==> src/rtl/qkv_fetch_arbiter.sv <==
// Round-robin arbiter/sequencer sharing one Q/K/V fetch unit among NUM_REQ consumers,
// with a watchdog that abandons a fetch the unit never completes.
module qkv_fetch_arbiter #(
  parameter int NUM_REQ        = 3,
  parameter int TIMEOUT_CYCLES = 1024,
  parameter int CNT_WIDTH      = 16
) (
  input  logic                   clk,
  input  logic                   rst_n,
  input  logic [NUM_REQ-1:0]     req,
  input  logic [3*NUM_REQ-1:0]   req_buf_sel,
  input  logic [NUM_REQ-1:0]     req_tiles_ctrl,
  input  logic [NUM_REQ-1:0]     req_restart,
  output logic [NUM_REQ-1:0]     gnt,
  output logic [NUM_REQ-1:0]     done,
  output logic                   start_fetch,
  output logic                   reset_addr_counter,
  output logic [2:0]             Buffer_Select,
  output logic                   Tiles_Control,
  input  logic                   fetch_done,
  input  logic                   clear_err,
  output logic                   busy,
  output logic                   timeout_err,
  output logic [CNT_WIDTH-1:0]   fetch_count,
  output logic [2:0]             state_dbg
);

  localparam int PTR_W = (NUM_REQ > 1) ? $clog2(NUM_REQ) : 1;
  localparam int WD_W  = $clog2(TIMEOUT_CYCLES);

  typedef enum logic [2:0] {
    S_IDLE     = 3'd0,
    S_RST_ADDR = 3'd1,
    S_START    = 3'd2,
    S_WAIT     = 3'd3,
    S_DONE     = 3'd4
  } state_t;

  state_t             state, state_nxt;
  logic [PTR_W-1:0]   rr_ptr, owner, last_owner;
  logic               last_valid;
  logic [WD_W-1:0]    wd_cnt;

  logic               win_found;
  logic [PTR_W-1:0]   win_idx;
  logic [PTR_W:0]     cand;
  logic [NUM_REQ-1:0] win_onehot, owner_onehot;
  logic [2:0]         sel_buf;
  logic               sel_tiles, sel_restart;
  logic               need_rst, wd_max, timeout_hit;

  assign state_dbg = state;

  // Handshake: req is a level request held until done pulses for that requester,
  // which drops it on the edge sampling done=1; gnt stays high from grant through DONE.
  always_comb begin
    win_found = 1'b0;
    win_idx   = '0;
    cand      = '0;
    for (int k = 0; k < NUM_REQ; k++) begin
      cand = {1'b0, rr_ptr} + (PTR_W+1)'(k);
      if (cand >= (PTR_W+1)'(NUM_REQ)) cand = cand - (PTR_W+1)'(NUM_REQ);
      if (!win_found && req[cand[PTR_W-1:0]]) begin
        win_found = 1'b1;
        win_idx   = cand[PTR_W-1:0];
      end
    end
  end

  always_comb begin
    sel_buf      = '0;
    sel_tiles    = 1'b0;
    sel_restart  = 1'b0;
    win_onehot   = '0;
    owner_onehot = '0;
    for (int i = 0; i < NUM_REQ; i++) begin
      if (win_idx == PTR_W'(i)) begin
        sel_buf       = req_buf_sel[3*i +: 3];
        sel_tiles     = req_tiles_ctrl[i];
        sel_restart   = req_restart[i];
        win_onehot[i] = 1'b1;
      end
      if (owner == PTR_W'(i)) owner_onehot[i] = 1'b1;
    end
  end

  // A new owner (or an unknown previous one) must not inherit the buffer address.
  assign need_rst = sel_restart || !last_valid || (win_idx != last_owner);
  assign wd_max   = (wd_cnt == WD_W'(TIMEOUT_CYCLES-1));

  always_comb begin
    state_nxt   = state;
    timeout_hit = 1'b0;
    unique case (state)
      S_IDLE:     if (win_found) state_nxt = need_rst ? S_RST_ADDR : S_START;
      S_RST_ADDR: state_nxt = S_START;
      S_START:    state_nxt = S_WAIT;
      S_WAIT: begin
        if (fetch_done) begin
          state_nxt = S_DONE;
        end else if (wd_max) begin
          state_nxt   = S_IDLE;
          timeout_hit = 1'b1;
        end
      end
      S_DONE:     state_nxt = S_IDLE;
      default:    state_nxt = S_IDLE;
    endcase
  end

  always_ff @(posedge clk or negedge rst_n) begin
    if (!rst_n) state <= S_IDLE;
    else        state <= state_nxt;
  end

  // Outputs are decoded from the next state so they are registered yet aligned with it.
  always_ff @(posedge clk or negedge rst_n) begin
    if (!rst_n) begin
      gnt                <= '0;
      done               <= '0;
      start_fetch        <= 1'b0;
      reset_addr_counter <= 1'b0;
      Buffer_Select      <= '0;
      Tiles_Control      <= 1'b0;
      busy               <= 1'b0;
      timeout_err        <= 1'b0;
      fetch_count        <= '0;
      rr_ptr             <= '0;
      owner              <= '0;
      last_owner         <= '0;
      last_valid         <= 1'b0;
      wd_cnt             <= '0;
    end else begin
      start_fetch        <= (state_nxt == S_START);
      reset_addr_counter <= (state_nxt == S_RST_ADDR);
      busy               <= (state_nxt != S_IDLE);
      done               <= (state_nxt == S_DONE) ? owner_onehot : '0;

      if (state == S_IDLE && win_found) begin
        owner         <= win_idx;
        gnt           <= win_onehot;
        Buffer_Select <= sel_buf;
        Tiles_Control <= sel_tiles;
      end else if (state_nxt == S_IDLE) begin
        gnt <= '0;
      end

      if (state == S_START)     wd_cnt <= '0;
      else if (state == S_WAIT) wd_cnt <= wd_cnt + WD_W'(1);

      if (state == S_DONE) begin
        rr_ptr      <= (owner == PTR_W'(NUM_REQ-1)) ? '0 : owner + PTR_W'(1);
        last_owner  <= owner;
        last_valid  <= 1'b1;
        fetch_count <= fetch_count + CNT_WIDTH'(1);
      end

      if (timeout_hit) begin
        last_valid  <= 1'b0;
        timeout_err <= 1'b1;
      end else if (clear_err) begin
        timeout_err <= 1'b0;
      end
    end
  end

endmodule

==> config.mk <==
export PLATFORM = sky130hd
export DESIGN_NAME = qkv_fetch_arbiter
export DESIGN_NICKNAME = d
export VERILOG_FILES = /design/src/rtl/qkv_fetch_arbiter.sv
export SDC_FILE = /design/constraint.sdc
export NUM_CORES = 1
export LEC_CHECK = 0
export BUFFER_PORTS_ARGS = -buffer_cell sky130_fd_sc_hd__buf_4
export CORE_MARGIN = 10
export CORE_UTILIZATION = 36
export CTS_BUF_LIST = sky130_fd_sc_hd__clkbuf_16
export DETAILED_ROUTE_END_ITERATION = 10
export PLACE_DENSITY = 0.57
export SYNTH_ARGS = -nofsm -noshare
export SYNTH_HDL_FRONTEND = slang
export SYNTH_SLANG_ARGS = --single-unit
==> constraint.sdc <==
create_clock -name clk -period 3.15 [get_ports clk]
set_input_delay 0.63 -clock clk [delete_from_list [all_inputs] [get_ports clk]]
set_output_delay 0.63 -clock clk [all_outputs]
set_load 0.005 [all_outputs]
==> Word-level counts from Yosys, hierarchy flattened <==
Index checks and enable logic that the tools add are counted.
{ "totals": {"register_bits": 50, "inputBits": 22, "out_inout_bits": 33, "word_cells": 107} }
{ "classes": {"n_addsub": 8, "n_lt_le_gt_ge": 6, "n_eq_ne": 13, "mux": 48, "reduce_logical": 17} }
{ "op_table": {"columns": ["cell", "n"], "rows": [
  ["$mux W3", 9],
  ["$mux W1", 25],
  ["$mux W10", 2],
  ["$add A16 B1 Y16 const B", 1],
  ["$mux W2", 8],
  ["$pmux W3 S4", 1],
  ["$add A10 B1 Y10 const B", 1],
  ["$eq A10 B10 Y1 const B", 1],
  ["$eq A3 B2 Y1 const B", 3],
  ["$lt A2 B3 Y1 const B", 3],
  ["$reduce_bool A2 Y1", 4],
  ["$bmux W1 S2", 3],
  ["$eq A3 B1 Y1 const B", 2],
  ["$eq A3 B3 Y1 const B", 2],
  ["$ge A3 B2 Y1 const B", 2],
  ["$logic_not A3 Y1", 2],
  ["$sub A2 B2 Y2 const B", 3],
  ["$eq A2 B1 Y1 const B", 2],
  ["$eq A2 B2 Y1 const B", 2],
  ["$logic_not A2 Y1", 2],
  ["$add A2 B1 Y3 const B", 1],
  ["$add A2 B2 Y3 const B", 1],
  ["$logic_and A1 B1 Y1", 3],
  ["$logic_not A1 Y1", 3],
  ["other kinds (5)", 6]
]} }

==> Longest topological paths before layout <==
Gate-level depths: netlist of run 1.
{ "depth": {"word_depth": 23, "depth_mapped": 11, "depth_no_buf": 9} }

==> Worst setup path after synthesis of run 1 <==
No wires, ideal clock.
{ "synth_timing": {"path_kind": "register to register", "from": "reg rr_ptr[0]", "to": "reg state[0] (netlist: state_dbg[0])", "setup_time_ns": 0.127, "arrival_ns": 2.355, "required_ns": 3.023, "slack_ns": 0.668, "stages_incl_launch_ff": 10, "n_path_buf": 0, "period_less_slack_ns": 2.482, "path_cell_list": "dfrtp_1 inv_1 ha_1 a22o_1 a211o_1 nand3_1 or4b_4 a21oi_4 nor2_1 or2_2"} }
{ "synth_via": {"elab_chain_len": 20, "word_cells_on_any_way": 39, "classes_between": "5 x add/sub; 3 x order compare; 3 x eq/ne; 21 x mux; 7 x reduce/logical"} }
{ "synth_rtl": {"columns": ["element", "line_no", "rtl"], "rows": [
  ["from (decl)", "40", "logic [PTR_W-1:0] rr_ptr, owner, last_owner;"],
  ["from (signal assigned)", "152", "rr_ptr <= (owner == PTR_W'(NUM_REQ-1)) ? '0 : owner + PTR_W'(1);"],
  ["branches (longest 18 deep; another with $add A2 B1 Y3)", null, null],
  ["$mux W3 *", "95", "S_IDLE: if (win_found) state_nxt = need_rst ? S_RST_ADDR : S_START;"],
  ["$pmux W3 S4 *", "94", "unique case (state)"],
  ["net state_nxt[0]", "39", "state_t state, state_nxt;"],
  ["to (signal assigned)", "113", "else state <= state_nxt;"],
  ["to (decl)", "39", null]
]} }
Mark *: on every way through the listed nets, which the timed path passes. The select of a mux whose other input is x is not followed.
A chain may end at the register's enable or synchronous reset.

==> Worst setup path after layout of run 1 <==
Ends and elaborated chain as after synthesis.

==> results.yml, run 1 <==
synthesis:
  synth.largest_area_cell: "dfrtp_1"
  yosys.area.top_type_share_pct: 50.7
  synth_adder_area_share_pct: 2.54
  synth-xor-area-share_pct: 6.03
  yosysUniqueCellTypes: 41
  synth_compound_area_share_pct: 15.9
  syn_area_um2: 2470
  ys_seq_area_share_pct: 50.7
  yosys-top-cells-count: "dfrtp_1 (50), nand2_1 (37), nor2_1 (15)"
  synth_top_family_by_area: "simple AND/OR/NAND/NOR gates"
  synth.avg_cell_area_um2: 9.87
  number_of_nets_produced_by_synthesis: 277
  synth.yosys.warnings: 0
  synth_cells: 250
  seq_cells_post_synth: 50
  async_flop_share_pct: 100
  synth_area_in_simple_gates_pct: 20.4
  synth_most_common_cell: "dfrtp_1"
  synth_edf_count: 0
  ys.flop_type: "dfrtp_1"
  post_synth_main_area_contributors: "dfrtp_1 (51%), nand2_1 (5.6%), xnor2_1 (4.3%)"
  muxShareOfSynthArea_pct: 1.22
pwr:
  powerDensity_nw_per_um2: 797
  power.leakage_nw: 1.50
  ir_worst_vdd_uv: 344
routing:
  drt.antenna.violating_nets: 0
  avgRoutedWirePerCell_um: 14.7
  first_iter_violations: 134
  met2_wirelength_um: 2380
  top_layer_used: "met4"
  post_drt_via_cell_ratio: 5.14
  totalWireLength_um: 5640
  drc_violation_count_after_routing: 0
  met1_length_um: 2730
  vias: 1967
  drt_pass1_iterations: 4
  dr_wl_met3_um: 450
critical_path:
  r2r_slack_ns: 0.47
  required_ns: 3.32
  timing.critical_path.to_type: "flop"
  crit_type: "flop to flop"
  maximum_fanout_along_the_worst_path: 8
  slowest_delay_ns: 0.47
  critical_path.cell_chain: "inv_1, ha_1, a22o_1, a211o_1, nand3_1, or4b_4, a21oi_4, nor2_1, or2_2"
  crit_path_start_kind: "flop"
  cp_data_arrival_time_ns: 2.85
  critical-path-slowest-cell: "or4b_4"
clocking:
  post-cts-setup-buffers: 0
  cts_inserted_buffers: 5
  cts.clk_slew.worst_paths_ns: 0.07
  clkSinkCount: 50
  tritoncts_clock_tree: "yes"
  root_buffer: "clkbuf_16"
  clock_tree.buffer_depth: 2
  cts_hold_bufs: 0
  worstSkewPairLatency_ns: 0.28
  htree_levels: 2
  post_cts_resized: 0
floorplan:
  num_io_pins: 55
  fp.dieArea_um2: 10600
  die_h_um: 103
  start_util_pct: 36.7
  die_width_um: 103
  num_rows: 30
  placeableCoreArea_um2: 6720
layout:
  fillerInstances: 626
  area_growth_syn_to_layout_pct: 25.6
  final_nets: 329
  stdcell_area_um2: 3100
  num_antenna_cells: 0
  final-instance-count-excl-fill: 383
  layout-drive-gt1-share_pct: 22.1
place:
  pre_cts_ws_ns: 0.501
  buffer_ports.inserted: 54
  hpwlAfterDp_um: 4200
  dpl.cell_count: 375
  placement.cell_area_um2: 2930
  gp_routability_congestion: 0.840
sta:
  timing_hold_violations_final: 0
  setup-tns-final_ns: 0
  number_of_setup_violations_in_the_final_report: 0
  fmax_mhz: 373
  post-route-min-period_ns: 2.68
  worst_clock_skew_ns: 0.00474
  post-route-period-util_pct: 85.1
  worst_slack_ns: 0.468
  timing.slew.headroom_pct: 56.1
  final_max_slew_viol_count: 0
  max_slew.worst_pin.slew_ns: 0.656
  rsz0062_at_grt: "false"
global_routing:
  grt_usage_pct: 10.9
  grt_max_degree: 51
  grt_first_pass_wirelength_um: 9330
  first_global_vias: 1958
  grt-ovfl-total: 0
  antenna_found_initial: 0
status:
  status: "complete, no violations"
min_path:
  hold_path.class: "primary input to asynchronous set/reset pin"
run:
  drv.max_cap_violation_count: 0
-- logic make-up (layout without fill, tap and decap cells) --
logic type | count (synthesis) | after routing
compound gates | 55 | 55
buf+inv | 19 | 72
xor+xnor | 17 | 17
flops | 50 | 50
fa+ha+maj | 5 | 5
mux | 3 | 3
simple gates | 101 | 101
-- flip-flops by register name (all words and copies together), names as in the netlist --
| signal | cells |
|---|---|
| start_fetch | 1 |
| last_owner | 2 |
| last_valid | 1 |
| wd_cnt | 10 |
| rr_ptr | 2 |
| done | 3 |
| Buffer_Select | 3 |
| Tiles_Control | 1 |
| reset_addr_counter | 1 |
| owner | 2 |
| gnt | 3 |
| state_dbg | 3 |
| busy | 1 |
| fetch_count | 16 |
| timeout_err | 1 |
-- path summary, 6_finish.rpt --
kind,depth (start not counted),startpoint,end
hold reg to reg,1,owner[1],done[0]
max in group asynchronous,1,rst_n,rr_ptr[0]
setup reg to reg,9,rr_ptr[0],state_dbg[0]
setup / recovery,9,rr_ptr[0],state_dbg[0]
min in group clk,1,owner[1],done[0]
hold / removal,1,rst_n,wd_cnt[5]
-- power breakdown --
group	leakage, nW	total [W]	switching (W)	internal [W]
registers	0.661	0.000953	0.000156	0.000797
clock network	0.0812	0.000598	0.000227	0.000372
logic	0.755	0.000919	0.000500	0.000419
total	1.50	0.00247	0.000883	0.00159
-- metrics by stage --
step | util, % | hold slack, ns | total power (W)
final | 46.1 | 0.361 | 0.00247
after global routing | 46.1 | 0.424 | 0.00268
after CTS | 46.1 | 0.394 | 0.00251
after detailed placement | 43.6 | 0.444 | 0.00190
after global placement | 43.6 | 0.423 | 0.00189
after floorplan | - | 0.334 | 0.00156
-- routing by layer --
| layer | vias up | global-route usage [%] |
|---|---|---|
| met2 | 51 | 16.0 |
| li1 | 986 | - |
| met4 | 0 | 3.53 |
| met5 | - | 0 |
| met3 | 7 | 4.36 |
| met1 | 923 | 14.4 |
-- worst max-delay path, delay by kind of cell (launching register included) --
family / cells / cell delay (ns)
DFF: 1 / 0.35
and+or+nand+nor: 4 / 0.95
AOI/OAI and AO/OA: 3 / 0.79
buffers and inverters: 1 / 0.07
adders and majority gates: 1 / 0.39
-- cell type report --
class | instances | area [um^2] | share of cell area (%)
Timing Repair Buffer | 54 | 405 | 13.1
Inverter | 10 | 37.5 | 1.21
Multi-Input combinational cell | 181 | 1140 | 36.7
Clock buffer | 5 | 125 | 4.04
Clock inverter | 3 | 41.3 | 1.33
Sequential cell | 50 | 1250 | 40.4
Tap cell | 80 | 100 | 3.23
-- cells in the final DEF (no fill, tap or decap), types with 5 or more instances in the layout --
| cell | count |
|---|---|
| a21oi_1 | 8 |
| a22o_1 | 10 |
| buf_4 | 54 |
| and3_1 | 7 |
| xnor2_1 | 12 |
| inv_1 | 11 |
| clkbuf_16 | 5 |
| o21ai_0 | 14 |
| nand2_1 | 37 |
| nor3_1 | 8 |
| nor2_1 | 15 |
| dfrtp_1 | 50 |
| nand3_1 | 14 |
| xor2_1 | 5 |
| ha_1 | 5 |
(Power assumes the default switching activity.)
==> inputs of run 2 (changes only) <==
--- a/config.mk
+++ b/config.mk
@@ -10,7 +10,7 @@
 export CORE_UTILIZATION = 36
 export CTS_BUF_LIST = sky130_fd_sc_hd__clkbuf_16
 export DETAILED_ROUTE_END_ITERATION = 10
-export PLACE_DENSITY = 0.57
+export PLACE_DENSITY = 0.59
 export SYNTH_ARGS = -nofsm -noshare
 export SYNTH_HDL_FRONTEND = slang
 export SYNTH_SLANG_ARGS = --single-unit
==> constraint.sdc (replaced) <==
create_clock -name clk -period 2.2 [get_ports clk]
set_input_delay 0.44 -clock clk [delete_from_list [all_inputs] [get_ports clk]]
set_output_delay 0.44 -clock clk [all_outputs]
set_load 0.005 [all_outputs]
==> run 2 against run 1 <==
Net effect: global-route usage grew 1.1 points; clock power grew 23%; combinational power up 92%; design area rose by 7.9%; die area stayed put; critical path type unchanged; largest cell class unchanged; first-iteration DRC count shrank 31%; critical path depth did not move; worst hold slack got worse by 0.19 ns; via count up 4.8%; the run now ends with setup timing left.
==> results.yml, run 2 (same netlist as run 1, synthesis figures left out) <==
place:
  pre_cts_ws_ns: -0.319
  gp_routability_congestion: 0.833
  hpwlAfterDp_um: 4440
  buffer_ports.inserted: 54
routing:
  totalWireLength_um: 5960
  avgRoutedWirePerCell_um: 14.6
  post_drt_via_cell_ratio: 5.06
  drt.antenna.violating_nets: 0
  drt_pass1_iterations: 4
  vias: 2061
  drc_violation_count_after_routing: 0
  first_iter_violations: 93
sta:
  worst_slack_ns: -0.209
  timing.slew.headroom_pct: 57.5
  timing_hold_violations_final: 0
  fmax_mhz: 415
  post-route-period-util_pct: 109
  setup-tns-final_ns: -0.773
  rsz0062_at_grt: "true"
  whs_ns: 0.172
  number_of_setup_violations_in_the_final_report: 5
  worst_clock_skew_ns: 0.00371
  post-route-min-period_ns: 2.41
  max_slew.worst_pin.slew_ns: 0.637
  final_max_slew_viol_count: 0
global_routing:
  antenna_found_initial: 0
  grt_usage_pct: 12.0
  grt_first_pass_wirelength_um: 10300
  first_global_vias: 2223
  grt-ovfl-total: 0
  grt_max_degree: 51
critical_path:
  required_ns: 2.38
  slowest_delay_ns: 0.47
  critical-path-slowest-cell: "or4b_4"
  timing.critical_path.from: "rr_ptr[0]"
  r2r-start: "rr_ptr[0]"
  cp_num_cells: 9
  critical-path-top-delay-family: "compound AO/OA/AOI/OAI gates"
  r2r_slack_ns: -0.21
  critical_path.cell_chain: "inv_2, ha_4, a22o_4, a211o_1, nand3_1, or4b_4, a21oi_4, o21ai_1, a221oi_1"
  crit_type: "flop to flop"
  critical_path.reg2reg.endpoint: "gnt[2]"
  crit_path_start_kind: "flop"
  worst_setup_path_endpoint: "gnt[2]"
  timing.critical_path.to_type: "flop"
  timing.critical_path.buf_inv: 1
  cp_data_arrival_time_ns: 2.59
  maximum_fanout_along_the_worst_path: 8
  worst_case_reg_to_reg_path_depth: 9
pwr:
  ir_worst_vdd_uv: 448
  p_clk_share_pct: 19.3
  cellInternalPower_w: 0.00243
  sequential_fraction_of_design_power_pct: 34.6
  power.net_switching_w: 0.00138
  pwr-share-comb_pct: 46.1
  switching_share_pct: 36.2
  powerDensity_nw_per_um2: 1140
  power.total_w: 0.00381
  power.leakage_nw: 1.62
layout:
  register_with_the_most_flip_flops: "fetch_count"
  final_cell_mix: "buf_4 (77), dfrtp_1 (49), nand2_1 (36)"
  final_nets: 353
  largest_registers: "fetch_count (16), wd_cnt (10)"
  area_growth_syn_to_layout_pct: 35.4
  layout_commonest_cell: "buf_4"
  layout-drive-gt1-share_pct: 32.1
  num_antenna_cells: 0
  largest_register_ff_count: 16
  finish.utilization_pct: 49.7
clocking:
  clkSinkCount: 50
  cts_hold_bufs: 0
  tritoncts_clock_tree: "yes"
  htree_levels: 2
  clock_tree.buffer_depth: 2
  cts_inserted_buffers: 5
  worstSkewPairLatency_ns: 0.29
  root_buffer: "clkbuf_16"
  cts.clk_slew.worst_paths_ns: 0.06
floorplan:
  start_util_pct: 36.7
  num_rows: 30
  fp.dieArea_um2: 10600
  placeableCoreArea_um2: 6720
  die_width_um: 103
  die_h_um: 103
  num_io_pins: 55
status:
  failed_checks: "setup timing"
  status: "finished with violations"
min_path:
  hold_path.class: "primary input to asynchronous set/reset pin"
run:
  drv.max_cap_violation_count: 0
[run 2: changes by cell type in the layout (fill, tap and decap cells not counted), sizes merged]
cell      change
buf          +24
clkinv        +2
bufinv        -1
clkinvlp      -1
[run 2: how the worst min path moves through the flow]
stage / end / depth (start not counted) / from
2_1_floorplan: Buffer_Select[0] / 0 / rst_n
3_3_place_gp: done[0] / 1 / owner[1]
3_5_place_dp: done[0] / 1 / owner[1]
4_1_cts: wd_cnt[7] / 1 / rst_n
5_1_grt: wd_cnt[5] / 1 / rst_n
6_report: wd_cnt[7] / 1 / rst_n
[run 2: what timing repair did]
| action | 4_1_cts | 5_1_grt |
|---|---|---|
| endpoints found under the setup margin | 12 | 11 |
| endpoints found under the hold margin | 0 | 0 |
| pin swaps | 2 | 1 |
| setup buffers | 2 | 0 |
| gates resized for setup | 8 | 8 |
[run 2: cell type report]
type / instances / area, um^2
timing repair buffer: 78 / 598
inverter: 10 / 37.5
clock buffer: 5 / 125
clock inverter: 3 / 12.5
fill: 647 / 3380
multi-input combinational: 181 / 1220
tap: 80 / 100
sequential: 50 / 1250
[run 2: per-stage QoR]
step,instance area (um^2),instances
after CTS,3310,407
after global routing,3340,407
final,3340,407
after global placement,3130,397
after floorplan,2500,250
after detailed placement,3130,397
[run 2: metal layers]
layer / part of all wire, % / wire length [um] / vias up / global-route usage, %
met5: 0 / 0 / - / 0
met4: 1.5 / 92 / 0 / 4.17
met3: 5.8 / 348 / 6 / 3.42
met2: 45 / 2680 / 43 / 18.9
met1: 48 / 2840 / 978 / 15.4
li1: - / - / 1034 / -
[run 2: power by group through the flow]
stage               clock network (W)  logic, W  registers (W)
floorplan                           0  0.000984        0.00131
global placement                    0   0.00165        0.00133
detailed placement                  0   0.00166        0.00133
CTS                          0.000762   0.00173        0.00132
global route                 0.000787   0.00196        0.00136
finish                       0.000736   0.00176        0.00132
